===== config.mk =====
export PLATFORM = sky130hd
export DESIGN_NAME = qdr_user_arbiter
export DESIGN_NICKNAME = d
export VERILOG_FILES = /design/src/rtl/qdr_arb_pkg.sv /design/src/rtl/qdr_tag_fifo.sv /design/src/rtl/qdr_user_arbiter.sv
export SDC_FILE = /design/constraint.sdc
export NUM_CORES = 1
export LEC_CHECK = 0
export ABC_AREA = 1
export CAP_MARGIN = 20
export CORE_AREA = 2 2 126 128
export CTS_CLUSTER_DIAMETER = 80
export CTS_CLUSTER_SIZE = 24
export DETAILED_ROUTE_END_ITERATION = 10
export DIE_AREA = 0 0 128 130
export PLACE_DENSITY = 0.78
export SLEW_MARGIN = 40
export SYNTH_ARGS = -nofsm -noshare
export SYNTH_HDL_FRONTEND = slang
export SYNTH_SLANG_ARGS = --single-unit

===== constraint.sdc =====
create_clock -name clk0 -period 2.1 [get_ports clk0]
set_input_delay 0.42 -clock clk0 [delete_from_list [all_inputs] [get_ports clk0]]
set_output_delay 0.42 -clock clk0 [all_outputs]
set_load 0.02 [all_outputs]

===== src/rtl/qdr_arb_pkg.sv =====
// Shared types for the two-requester QDR user arbiter: FSM states,
// requester IDs and the tag FIFO pointer width.
package qdr_arb_pkg;

    typedef enum logic [1:0] {
        ST_INIT  = 2'd0,
        ST_RUN   = 2'd1,
        ST_FAULT = 2'd2
    } arb_state_t;

    typedef logic req_id_t;

    localparam req_id_t REQ_0 = 1'b0;
    localparam req_id_t REQ_1 = 1'b1;

    // One extra MSB beyond the index distinguishes full from empty.
    function automatic int tag_ptr_width(input int depth);
        return $clog2(depth) + 1;
    endfunction

endpackage


===== src/rtl/qdr_tag_fifo.sv =====
// Read-tag FIFO: remembers which requester owns each outstanding read so
// returns can be routed in issue order.
module qdr_tag_fifo
    import qdr_arb_pkg::*;
#(
    parameter int DEPTH = 16
) (
    input  logic    clk0,
    input  logic    reset,
    input  logic    push,
    input  req_id_t push_id,
    input  logic    pop,
    output req_id_t pop_id,
    output logic    full,
    output logic    empty
);

    localparam int PW = tag_ptr_width(DEPTH);
    localparam int IW = PW - 1;

    logic [PW-1:0] wr_ptr;
    logic [PW-1:0] rd_ptr;
    req_id_t       mem [DEPTH];
    logic          do_push;
    logic          do_pop;

    assign empty   = (wr_ptr == rd_ptr);
    assign full    = (wr_ptr[PW-1] != rd_ptr[PW-1]) &&
                     (wr_ptr[IW-1:0] == rd_ptr[IW-1:0]);
    assign do_pop  = pop && !empty;
    // A pop in the same cycle frees the slot, so a push into a full FIFO is fine.
    assign do_push = push && (!full || do_pop);
    assign pop_id  = mem[rd_ptr[IW-1:0]];

    always_ff @(posedge clk0) begin
        if (reset) begin
            wr_ptr <= '0;
            rd_ptr <= '0;
        end else begin
            if (do_push) wr_ptr <= wr_ptr + 1'b1;
            if (do_pop)  rd_ptr <= rd_ptr + 1'b1;
        end
    end

    // NOTE: storage is not reset; the pointers alone define which entries are valid.
    always_ff @(posedge clk0) begin
        if (do_push) mem[wr_ptr[IW-1:0]] <= push_id;
    end

endmodule


===== src/rtl/qdr_user_arbiter.sv =====
// Two-port round-robin front end for a QDR controller: grants one command per
// cycle, registers it to the controller and routes read returns by tag.
module qdr_user_arbiter
    import qdr_arb_pkg::*;
#(
    parameter int ADDR_WIDTH = 22,
    parameter int DATA_WIDTH = 36,
    parameter int BE_WIDTH   = 4,
    parameter int TAG_DEPTH  = 16
) (
    input  logic                  clk0,
    input  logic                  reset,
    input  logic                  phy_rdy,
    input  logic                  cal_fail,

    input  logic                  req0,
    input  logic                  we0,
    input  logic [ADDR_WIDTH-1:0] addr0,
    input  logic [DATA_WIDTH-1:0] wdata0,
    input  logic [BE_WIDTH-1:0]   be0,
    output logic                  ack0,
    output logic [DATA_WIDTH-1:0] rdata0,
    output logic                  rdvld0,

    input  logic                  req1,
    input  logic                  we1,
    input  logic [ADDR_WIDTH-1:0] addr1,
    input  logic [DATA_WIDTH-1:0] wdata1,
    input  logic [BE_WIDTH-1:0]   be1,
    output logic                  ack1,
    output logic [DATA_WIDTH-1:0] rdata1,
    output logic                  rdvld1,

    output logic [ADDR_WIDTH-1:0] usr_addr,
    output logic [DATA_WIDTH-1:0] usr_wr_data,
    output logic [BE_WIDTH-1:0]   usr_wr_be,
    output logic                  usr_wr_strb,
    output logic                  usr_rd_strb,
    input  logic [DATA_WIDTH-1:0] usr_rd_data,
    input  logic                  usr_rd_dvld,

    output logic                  ready,
    output logic                  fault,
    output logic                  err_spur
);

    arb_state_t state;
    arb_state_t state_nxt;
    req_id_t    last_grant;

    logic    tag_full;
    logic    tag_empty;
    logic    tag_pop;
    logic    tag_push;
    logic    tag_room;
    req_id_t tag_push_id;
    req_id_t tag_pop_id;
    logic    elig0;
    logic    elig1;

    // A return popping this cycle makes room for a read granted this cycle.
    assign tag_pop  = usr_rd_dvld && !tag_empty && !reset;
    assign tag_room = !tag_full || tag_pop;
    assign elig0    = req0 && (we0 || tag_room);
    assign elig1    = req1 && (we1 || tag_room);

    // NOTE: every output of a combinational block gets a default first, so no path infers a latch.
    always_comb begin
        state_nxt = state;
        ack0      = 1'b0;
        ack1      = 1'b0;

        case (state)
            ST_INIT: begin
                if (cal_fail)     state_nxt = ST_FAULT;
                else if (phy_rdy) state_nxt = ST_RUN;
            end
            ST_RUN: begin
                if (cal_fail) state_nxt = ST_FAULT;
                if (!reset) begin
                    if (elig0 && elig1) begin
                        ack0 = (last_grant == REQ_1);
                        ack1 = (last_grant == REQ_0);
                    end else begin
                        ack0 = elig0;
                        ack1 = elig1;
                    end
                end
            end
            ST_FAULT: state_nxt = ST_FAULT;
            default:  state_nxt = ST_INIT;
        endcase
    end

    assign tag_push    = (ack0 && !we0) || (ack1 && !we1);
    assign tag_push_id = ack1 ? REQ_1 : REQ_0;

    qdr_tag_fifo #(
        .DEPTH (TAG_DEPTH)
    ) u_tag_fifo (
        .clk0    (clk0),
        .reset   (reset),
        .push    (tag_push),
        .push_id (tag_push_id),
        .pop     (tag_pop),
        .pop_id  (tag_pop_id),
        .full    (tag_full),
        .empty   (tag_empty)
    );

    // NOTE: sequential state uses non-blocking assignments so every register samples pre-edge values.
    always_ff @(posedge clk0) begin
        if (reset) begin
            state       <= ST_INIT;
            last_grant  <= REQ_1;
            usr_addr    <= '0;
            usr_wr_data <= '0;
            usr_wr_be   <= '0;
            usr_wr_strb <= 1'b0;
            usr_rd_strb <= 1'b0;
            err_spur    <= 1'b0;
        end else begin
            state       <= state_nxt;
            usr_wr_strb <= 1'b0;
            usr_rd_strb <= 1'b0;
            if (ack0) begin
                last_grant  <= REQ_0;
                usr_addr    <= addr0;
                usr_wr_data <= wdata0;
                usr_wr_be   <= be0;
                usr_wr_strb <= we0;
                usr_rd_strb <= !we0;
            end else if (ack1) begin
                last_grant  <= REQ_1;
                usr_addr    <= addr1;
                usr_wr_data <= wdata1;
                usr_wr_be   <= be1;
                usr_wr_strb <= we1;
                usr_rd_strb <= !we1;
            end
            if (usr_rd_dvld && tag_empty) err_spur <= 1'b1;
        end
    end

    assign rdata0 = usr_rd_data;
    assign rdata1 = usr_rd_data;
    assign rdvld0 = tag_pop && (tag_pop_id == REQ_0);
    assign rdvld1 = tag_pop && (tag_pop_id == REQ_1);

    assign ready  = (state == ST_RUN);
    assign fault  = (state == ST_FAULT);

endmodule


* Yosys cells after proc, flatten, opt, wreduce, memory -nomap -nowiden
Memories as Yosys holds them, arrays and structs flattened. A register that Yosys moved wholly into a read port is not among the register bits.
Index checks and enable logic that the tools add are counted.
** Cells by class
- Multiply operators :: 0
- Order comparisons :: 0
- Reduce and logical (&&, ||, !) cells :: 26
- Div/mod/pow operators :: 0
- Add/sub/neg operators :: 2
- Eq/ne operators :: 7
- Muxes and demuxes :: 27
- Bitwise logic cells :: 2
- Shift operators :: 0
** Operator list (number)
- $mux W36 :: 2
- $mux W22 :: 2
- $mux W4 :: 4
- $mux W1 :: 15
- $logic_and A1 B1 Y1 :: 13
- $add A5 B1 Y5 const B :: 2
- $mux W2 :: 3
- $pmux W2 S3 :: 1
- $eq A5 B5 Y1 :: 1
- $logic_not A1 Y1 :: 5
- $logic_or A1 B1 Y1 :: 5
- $eq A4 B4 Y1 :: 1
- $ne A3 B3 Y1 const B :: 1
- $eq A2 B1 Y1 const B :: 1
- $eq A2 B2 Y1 const B :: 1
- $logic_not A2 Y1 :: 1
- $ne A2 B2 Y1 const B :: 1
- $not A1 Y1 :: 2
- $reduce_and A2 Y1 :: 1
- $reduce_bool A2 Y1 :: 1
- $ne A1 B1 Y1 :: 1
** Word-level totals
- Bits in read-only memories :: 0
- Output and inout port bits :: 143
- Memories :: 1
- RAM bits :: 16
- Input bits :: 169
- Latch bits :: 0
- Flip-flop bits (word level) :: 78
- Logic and storage cells :: 75
** Memory list
- u_tag_fifo.mem :: words 16, width 1, rd ports 1, clocked after memory_dff 1, write ports 1, line qdr_tag_fifo.sv:23 : req_id_t mem [DEPTH];

* Longest topological paths before layout
- Word-level depth :: 16
- Gate-level depth with buffers :: 14
- Mapped depth without buffers :: 12

* By module
From an unflattened synthesis, not the netlist that was laid out.
** Unflattened totals
- Cells, all modules :: 838
- Area, all modules :: 5796.8 µm²
** By module, submodules not included
- qdr_user_arbiter :: cells an instance 670, area each 4302.9 µm², times used 1, seq. area each 1361.3 µm²
- qdr_tag_fifo :: cells an instance 168, area each 1493.9 µm², times used 1, seq. area each 760.7 µm²

* Least setup slack after synthesis
No wires, ideal clock.
- Kind :: input to output
- Start :: input port reset
- End :: output port ack1
- Arrival :: 1.539 ns
- Data required time :: 1.680 ns
- Setup slack :: 0.141 ns
- Stages :: 7
- Buffers on the path :: 1
- Cells stage by stage :: buf_6 nor2_2 nor2_2 nand4_4 nand2_2 nor2_1 and2_1
** On the way
- Word-level cells in the longest chain between the ends :: 9
- Elaborated cells on any way between the ends :: 11
- Those cells by class :: mux (3); reduce/logical (8)
** Ends and longest elaborated chain
- start: declaration :: line qdr_user_arbiter.sv:12 : input logic reset,
- $logic_not A1 Y1
- $logic_and A1 B1 Y1 :: line qdr_user_arbiter.sv:62 : assign tag_pop = usr_rd_dvld && !tag_empty && !reset;
- $logic_or A1 B1 Y1 :: line qdr_user_arbiter.sv:63 : assign tag_room = !tag_full || tag_pop;
- $logic_or A1 B1 Y1 (on tied branches) :: line qdr_user_arbiter.sv:64, qdr_user_arbiter.sv:65
- $logic_and A1 B1 Y1 (on tied branches) :: line qdr_user_arbiter.sv:64, qdr_user_arbiter.sv:65
- $logic_and A1 B1 Y1 :: line qdr_user_arbiter.sv:81 : if (elig0 && elig1) begin
- $mux W1 :: line qdr_user_arbiter.sv:81
- $mux W1 (*) :: line qdr_user_arbiter.sv:80 : if (!reset) begin
- $mux W1 (*) :: line qdr_user_arbiter.sv:73 : case (state)
- end: declaration :: line qdr_user_arbiter.sv:30 : output logic ack1,
Every way passes the cells marked *; elsewhere a longest branch is shown, timed or not.

* Worst setup path after layout
- Start :: input port usr_rd_dvld
- End :: output port ack1
** On the way
- Word-level cells in the longest chain between the ends :: 9
- Elaborated cells on any way between the ends :: 11
- Those cells by class :: mux (3); reduce/logical (8)
** Ends and longest elaborated chain
- start: declaration :: line qdr_user_arbiter.sv:40 : input logic usr_rd_dvld,
- $logic_and A1 B1 Y1 (*) (2 in series) :: line qdr_user_arbiter.sv:62
- $logic_or A1 B1 Y1 (*) :: line qdr_user_arbiter.sv:63
- $logic_or A1 B1 Y1 (on tied branches) :: line qdr_user_arbiter.sv:64, qdr_user_arbiter.sv:65
- $logic_and A1 B1 Y1 (on tied branches) :: line qdr_user_arbiter.sv:64, qdr_user_arbiter.sv:65
- $logic_and A1 B1 Y1 :: line qdr_user_arbiter.sv:81
- $mux W1 (*) :: line qdr_user_arbiter.sv:81
- $mux W1 (*) :: line qdr_user_arbiter.sv:80
- $mux W1 (*) :: line qdr_user_arbiter.sv:73
Marks and branches as above.

==> results.py <==
metrics = {
    "synth": {
        "yosysUniqueCellTypes": 39,
        "ys_seq_area_share_pct": 34.39,
        "synth.largest_area_cell": "dfxtp_1",
        "async_flop_share_pct": 0,
        "syn_inst": 758,
        "synth_edf_count": 16,
        "synth_top_area_share_pct": 26.61,
        "netlist_area_sq_mm": 0.006170,
        "synthFlopType": "dfxtp_1",
        "synthTopCellsByArea": "dfxtp_1 27%, nand3_2 13%, nand3_1 9.6%",
        "yosys_warnings": 0,
        "synth_nets": 936,
        "synth.avg_cell_area_sq_um": 8.139,
        "ys_ff_latch": 98,
    },
    "sta": {
        "fin_crit_sh_pct": 99.65,
        "finalHoldWorstSlack_ns": 0.5059,
        "slew_violations": 0,
        "worst_clock_skew_ns": 0.01165,
        "relSlewSlack_pct": 75.71,
        "rsz0062_at_grt": "true",
        "tightest_slew_ns": 0.3643,
        "fin_crit_ns": 2.093,
        "hold_viol": 0,
        "final-setup-viol-count": 0,
        "max_freq_mhz": 477.9,
    },
    "global_routing": {
        "gr-usage-met2_pct": 33.82,
        "grt_pass1_vias": 5183,
        "grt_first_pass_wirelength_um": 25010,
        "grt_util_met1_pct": 21.87,
        "grt_busiest_layer": "met2",
        "globalRouteMet3Util_pct": 4.059,
        "grt_overflow_total": 0,
        "antenna_found_initial": 0,
        "grt_usage_pct": 18.96,
        "grt_max_degree": 45,
    },
    "run_status": {
        "status": "complete, no violations",
    },
    "worst_setup_path": {
        "path_class": "input port to output pin",
        "end_kind": "output pin",
        "cp.arrival_ns": 1.67,
        "cp-start-kind": "input port",
        "critical_path.slowest_cell": "dlygate4sd2_1",
        "path_cells": "dlygate4sd2_1, inv_1, nor2_4, nor2_4, nand4_4, nand2_2, nor2_2, and2_4, buf_6",
        "crit_fanout": 3,
        "cpLargestDelayFamily": "simple AND/OR/NAND/NOR gates",
        "cp.required_ns": 1.68,
        "crit_buf_inv": 3,
        "cpMostUsedCell": "nor2_4",
        "cp_slowest_stage_delay_ns": 0.28,
    },
    "floorplan": {
        "die_y_um": 130,
        "core_sq_mm": 0.01542,
        "die_area_sq_mm": 0.01664,
        "num_rows": 46,
        "num_io_pins": 312,
        "initial_core_util_pct": 40.00,
        "die_w_um": 128,
    },
    "clocking": {
        "cts_tree": "yes",
        "clk_latency_ns": 0.35,
        "cts_sinks": 98,
        "cts.clk_slew.worst_paths_ns": 0.07,
        "h-tree-depth": 3,
        "root_buffer": "clkbuf_16",
        "holdBufCountCts": 0,
        "clockBufferDepth": 2,
        "cts_made_buffers": 9,
    },
    "cells_and_area": {
        "drive_gt1_share_pct": 24.92,
        "syn2layout_area_growth_pct": 38.07,
        "seqCellArea_sq_mm": 0.002133,
        "fin_nets": 1100,
        "multi_input_area_sq_mm": 0.002909,
        "final.fill_count": 1418,
        "stdcell_area_sq_mm": 0.008518,
        "n_antenna_cell": 0,
        "fin_cells": 1119,
        "final_util_pct": 55.22,
    },
    "pwr": {
        "p_per_area_mw_per_mm2": 576.9,
        "vdd_drop_max_mv": 0.4802,
        "power_w": 0.004914,
        "leakage_nw": 3.674,
    },
    "place": {
        "gp_congestion": 0.8291,
        "dpl_cell_area_sq_mm": 0.008144,
        "place_hpwl_um": 11820,
        "dp.cells": 1102,
        "port_buffers": 203,
    },
    "routing": {
        "post_drt_via_cell_ratio": 4.732,
        "drt-total-wl_um": 15920,
        "drtIter0Drc": 231,
        "dr.pass1.iters": 4,
        "routedWlPerCell_um": 14.22,
        "vias": 5295,
        "final_antenna_net_count": 0,
        "drc": 0,
    },
    "flow_run": {
        "max_cap_violations": 0,
    },
    "min_path": {
        "hold_class": "flip-flop to flip-flop",
    },
}
-- synthesized netlist by cell type, types with 3 or more instances --
cell and n:
inv_2 26, or2_1 22, mux2i_1 4, buf_8 7
nand3_1 118, or2_0 40, o211ai_1 4, dfxtp_1 82
edfxtp_1 16, nand2_1 97, nand2_2 6, inv_1 62
buf_2 24, xor2_1 3, buf_4 78, a21oi_1 16
o21ai_0 9, nand3_2 81, nor2_1 27, ha_1 9
-- final timing paths --
| check | startpoint | to | slack [ns] | cells past startpoint |
|---|---|---|---|---|
| setup / recovery | usr_rd_dvld | ack1 | 0.007 | 9 |
| hold / removal | u_tag_fifo.wr_ptr[4] | u_tag_fifo.wr_ptr[4] | 0.51 | 2 |
| setup reg to reg | u_tag_fifo.rd_ptr[1] | u_tag_fifo.mem[1] | 0.17 | 11 |
| hold reg to reg | u_tag_fifo.wr_ptr[4] | u_tag_fifo.wr_ptr[4] | 0.51 | 2 |
-- worst reg2reg max path, cell delays in order (launching register included) --
cell	delay, ns
dfxtp_2	0.36
inv_2	0.04
nand2_1	0.06
nand2_2	0.06
nor2_4	0.18
nand4_4	0.13
nand3_1	0.13
buf_4	0.13
nand3_2	0.10
nand2_4	0.13
nand2_1	0.15
nor2_1	0.17
-- state kept, by name, indices dropped and copies added (netlist names), named ones only --
name	flops
err_spur	1
u_tag_fifo.wr_ptr	5
state	2
usr_wr_be	4
u_tag_fifo.rd_ptr	5
u_tag_fifo.mem	16
usr_wr_data	36
usr_addr	22
usr_wr_strb	1
usr_rd_strb	1
last_grant	1
-- report_power, final --
part	switching, W	internal (W)	total (W)	leakage (nW)
Sequential	0.0000418	0.00198	0.00203	0.829
Clock	0.000754	0.00105	0.00181	0.154
Combinational	0.000500	0.000580	0.00108	2.69
Total	0.00130	0.00362	0.00491	3.67
-- cells in the final DEF (no fill, tap or decap), types with 22 or more instances in the layout --
master / n
or2_0: 40
buf_4: 59
clkdlybuf4s50_1: 195
nor2_1: 26
inv_1: 60
or2_1: 22
nand3_1: 118
inv_2: 29
dfxtp_1: 73
nand3_2: 81
nand2_1: 91
-- repair_timing --
action / in CTS / in global routing
hold endpoints to repair: 0 / 0
setup buffers: 0 / 1
setup endpoints to repair: 43 / 7
pin swaps: 3 / 10
gates resized for setup: 29 / 19
-- area by class of cell --
type | instances | share of cell area (%)
sequential | 98 | 25.04
multi-input combinational | 457 | 34.15
inverter | 89 | 3.922
tap | 192 | 2.820
clock buffer | 9 | 2.644
clock inverter | 7 | 1.146
timing repair buffer | 267 | 30.27
-- logic make-up after synthesis --
family                   after synthesis  synth area share [%]
buffers and inverters                203                 19.12
multiplexers                           4                0.6490
flip-flops                            98                 34.39
XOR/XNOR                               3                0.4260
adder cells (fa/ha/maj)                9                 1.825
AO/OA/AOI/OAI                         31                 2.880
AND/OR/NAND/NOR                      410                 40.70
-- stage by stage --
step | worst slack, ns | setup TNS [ns]
after floorplan | 0.1409 | 0
after global placement | -0.6888 | -34.50
after detailed placement | -0.6889 | -32.74
after CTS | -0.01558 | -0.01558
after global routing | -0.04691 | -0.04691
final | 0.007405 | 0
-- metal layers --
layer	up-vias	share of wire [%]	wire (um)
met5	-	0	0
met4	0	2.9	465
met3	38	5.4	852
met2	131	51	8091
met1	2443	41	6507
li1	2683	-	-
Power figures use the tool's default switching activity.
==> patch, RTL diff (same settings) <==
The parameter `ADDR_WIDTH` goes from 22 to 44.
--- a/src/rtl/qdr_user_arbiter.sv
+++ b/src/rtl/qdr_user_arbiter.sv
@@ -5,3 +5,3 @@
 #(
-    parameter int ADDR_WIDTH = 22,
+    parameter int ADDR_WIDTH = 44,
     parameter int DATA_WIDTH = 36,
Ports: changed (resized addr0, addr1 and usr_addr); port bits go from 312 to 378. The function was not compared with the original's and may differ.
==> patch against the original RTL <==
The run now ends with setup timing left. Worst setup slack got worse by 0.090 ns. Critical path depth fell by 1. Sequential cell count rose by 22. Area after synthesis rose by 9.9%. Critical path type is now register to output port. Power grew 43%. Non-clock buffer count increased by 91. Fmax is 4.1% lower. Design area up 29%. Largest power group is now the clock network. First-iteration DRC count grew 81%. Hold slack worse by 0.049 ns. Clock skew decreased by 0.0035 ns. Routed wire length grew 58%. Count of clock-buffer cells in the layout grew 15.
==> patch: results (changes against the original RTL) <==
r2r-end: "usr_wr_data[25]"  # was u_tag_fifo.mem[1]
antenna_found_initial: 1  # was 0
filler_cell_count: 1192  # was 1,418
violations: "setup timing"
drt_iter0_drc: 418  # was 231
synth-compound-area-share_pct: 2.77  # was 2.88%
port_buffers: 269  # was 203
hpwl_um: 16200  # was 11,800 um
reg2reg_slack_ns: 0  # was 0.17 ns
finalSetupViolCount: 4  # was 0
drive_above_1_share_pct: 23.7  # was 24.9%
place.gp.congestion: 0.868  # was 0.829
ir_drop_v: 0.000547  # was 0.000480 V
min-delay-path-class: "input pin to register"  # was register to register
routedWlPerCell_um: 18.2  # was 14.2 um
place_area_sq_um: 9410  # was 8140 sq um
dr_total_vias: 7250  # was 5,295
holdWs_ns: 0.457  # was 0.506 ns
outcome: "finished with violations"  # was finished clean
dp.cells: 1319  # was 1,102
grtUsageMet2_pct: 45.5  # was 33.8%
wl_um: 25100  # was 15,900 um
power_frac_clock_pct: 43.1  # was 36.8%
p_sw_mw: 1.81  # was 1.30 mW
synth.distinct_cells: 30  # was 39
path_max_fanout: 6  # was 3
ff2ff_path_depth: 13  # was 11
clock_net_power_mw: 3.02  # was 1.81 mW
layout_setup_ws_ns: -0.0822  # was 0.00741 ns
synthXorXnorAreaFrac_pct: 0.387  # was 0.426%
synth_area_leaders: "dfxtp_1 31%, nand3_1 20%, buf_4 8.5%, edfxtp_1 7.1%, nand2_1 6.8%"  # was dfxtp_1 27%, nand3_2 13%, nand3_1 9.6%, buf_4 9.5%, edfxtp_1 7.8%
met3_length_um: 1870  # was 852 um
use_met1_pct: 27.7  # was 21.9%
dr.pass1.iters: 5  # was 4
wl_met2_um: 12800  # was 8090 um
-- patch: cell types whose count changed after synthesis, sizes merged, moves of 3 or more --
| cell | before | now |
|---|---|---|
| nand3 | 201 | 266 |
| nand2 | 106 | 127 |
| buf | 112 | 115 |
| dfxtp | 82 | 104 |
| inv | 88 | 111 |
| or2 | 62 | 84 |
| clkbuf | 2 | 16 |
-- patch: worst max path at each step --
stage,cells past startpoint,end,start
after detailed placement,9,ack1,usr_rd_dvld
after global placement,9,ack1,usr_rd_dvld
after CTS,7,rdvld0,register
final,8,rdvld0,register
after floorplan,10,ack0,reset
after global routing,8,rdvld0,register
-- patch: worst max-delay path: stages (launching register included) --
cell	delay (ns)
dfxtp_4	0.39
buf_6	0.14
a21oi_2	0.05
o21ai_1	0.09
o21ai_1	0.12
o211ai_1	0.22
nand2_1	0.09
nor2_1	0.11
buf_4	0.15
-- patch: layout make-up --
class / count / area [sq um] / share of cell area [%]
inverter: 111 / 419 / 3.81
sequential: 120 / 2590 / 23.5
antenna: 2 / 5.00 / 0.0455
tap: 192 / 240 / 2.18
clock inverter: 8 / 80.1 / 0.728
clock buffer: 24 / 546 / 4.96
multi-input combinational: 567 / 3360 / 30.5
timing repair buffer: 358 / 3760 / 34.2
-- patch: what timing repair did --
item,in CTS,in global routing
hold buffers,0,0
cloned,0,14
endpoints found under the setup margin,74,88
pin swaps,12,42
buffers inserted,8,8
gates resized for setup,60,128
-- patch: kinds of logic after synthesis --
group,Yosys count
XOR/XNOR,3
flip-flops,120
multiplexers,4
adder cells (fa/ha/maj),9
AO/OA/AOI/OAI,33
AND/OR/NAND/NOR,518
buffers and inverters,242
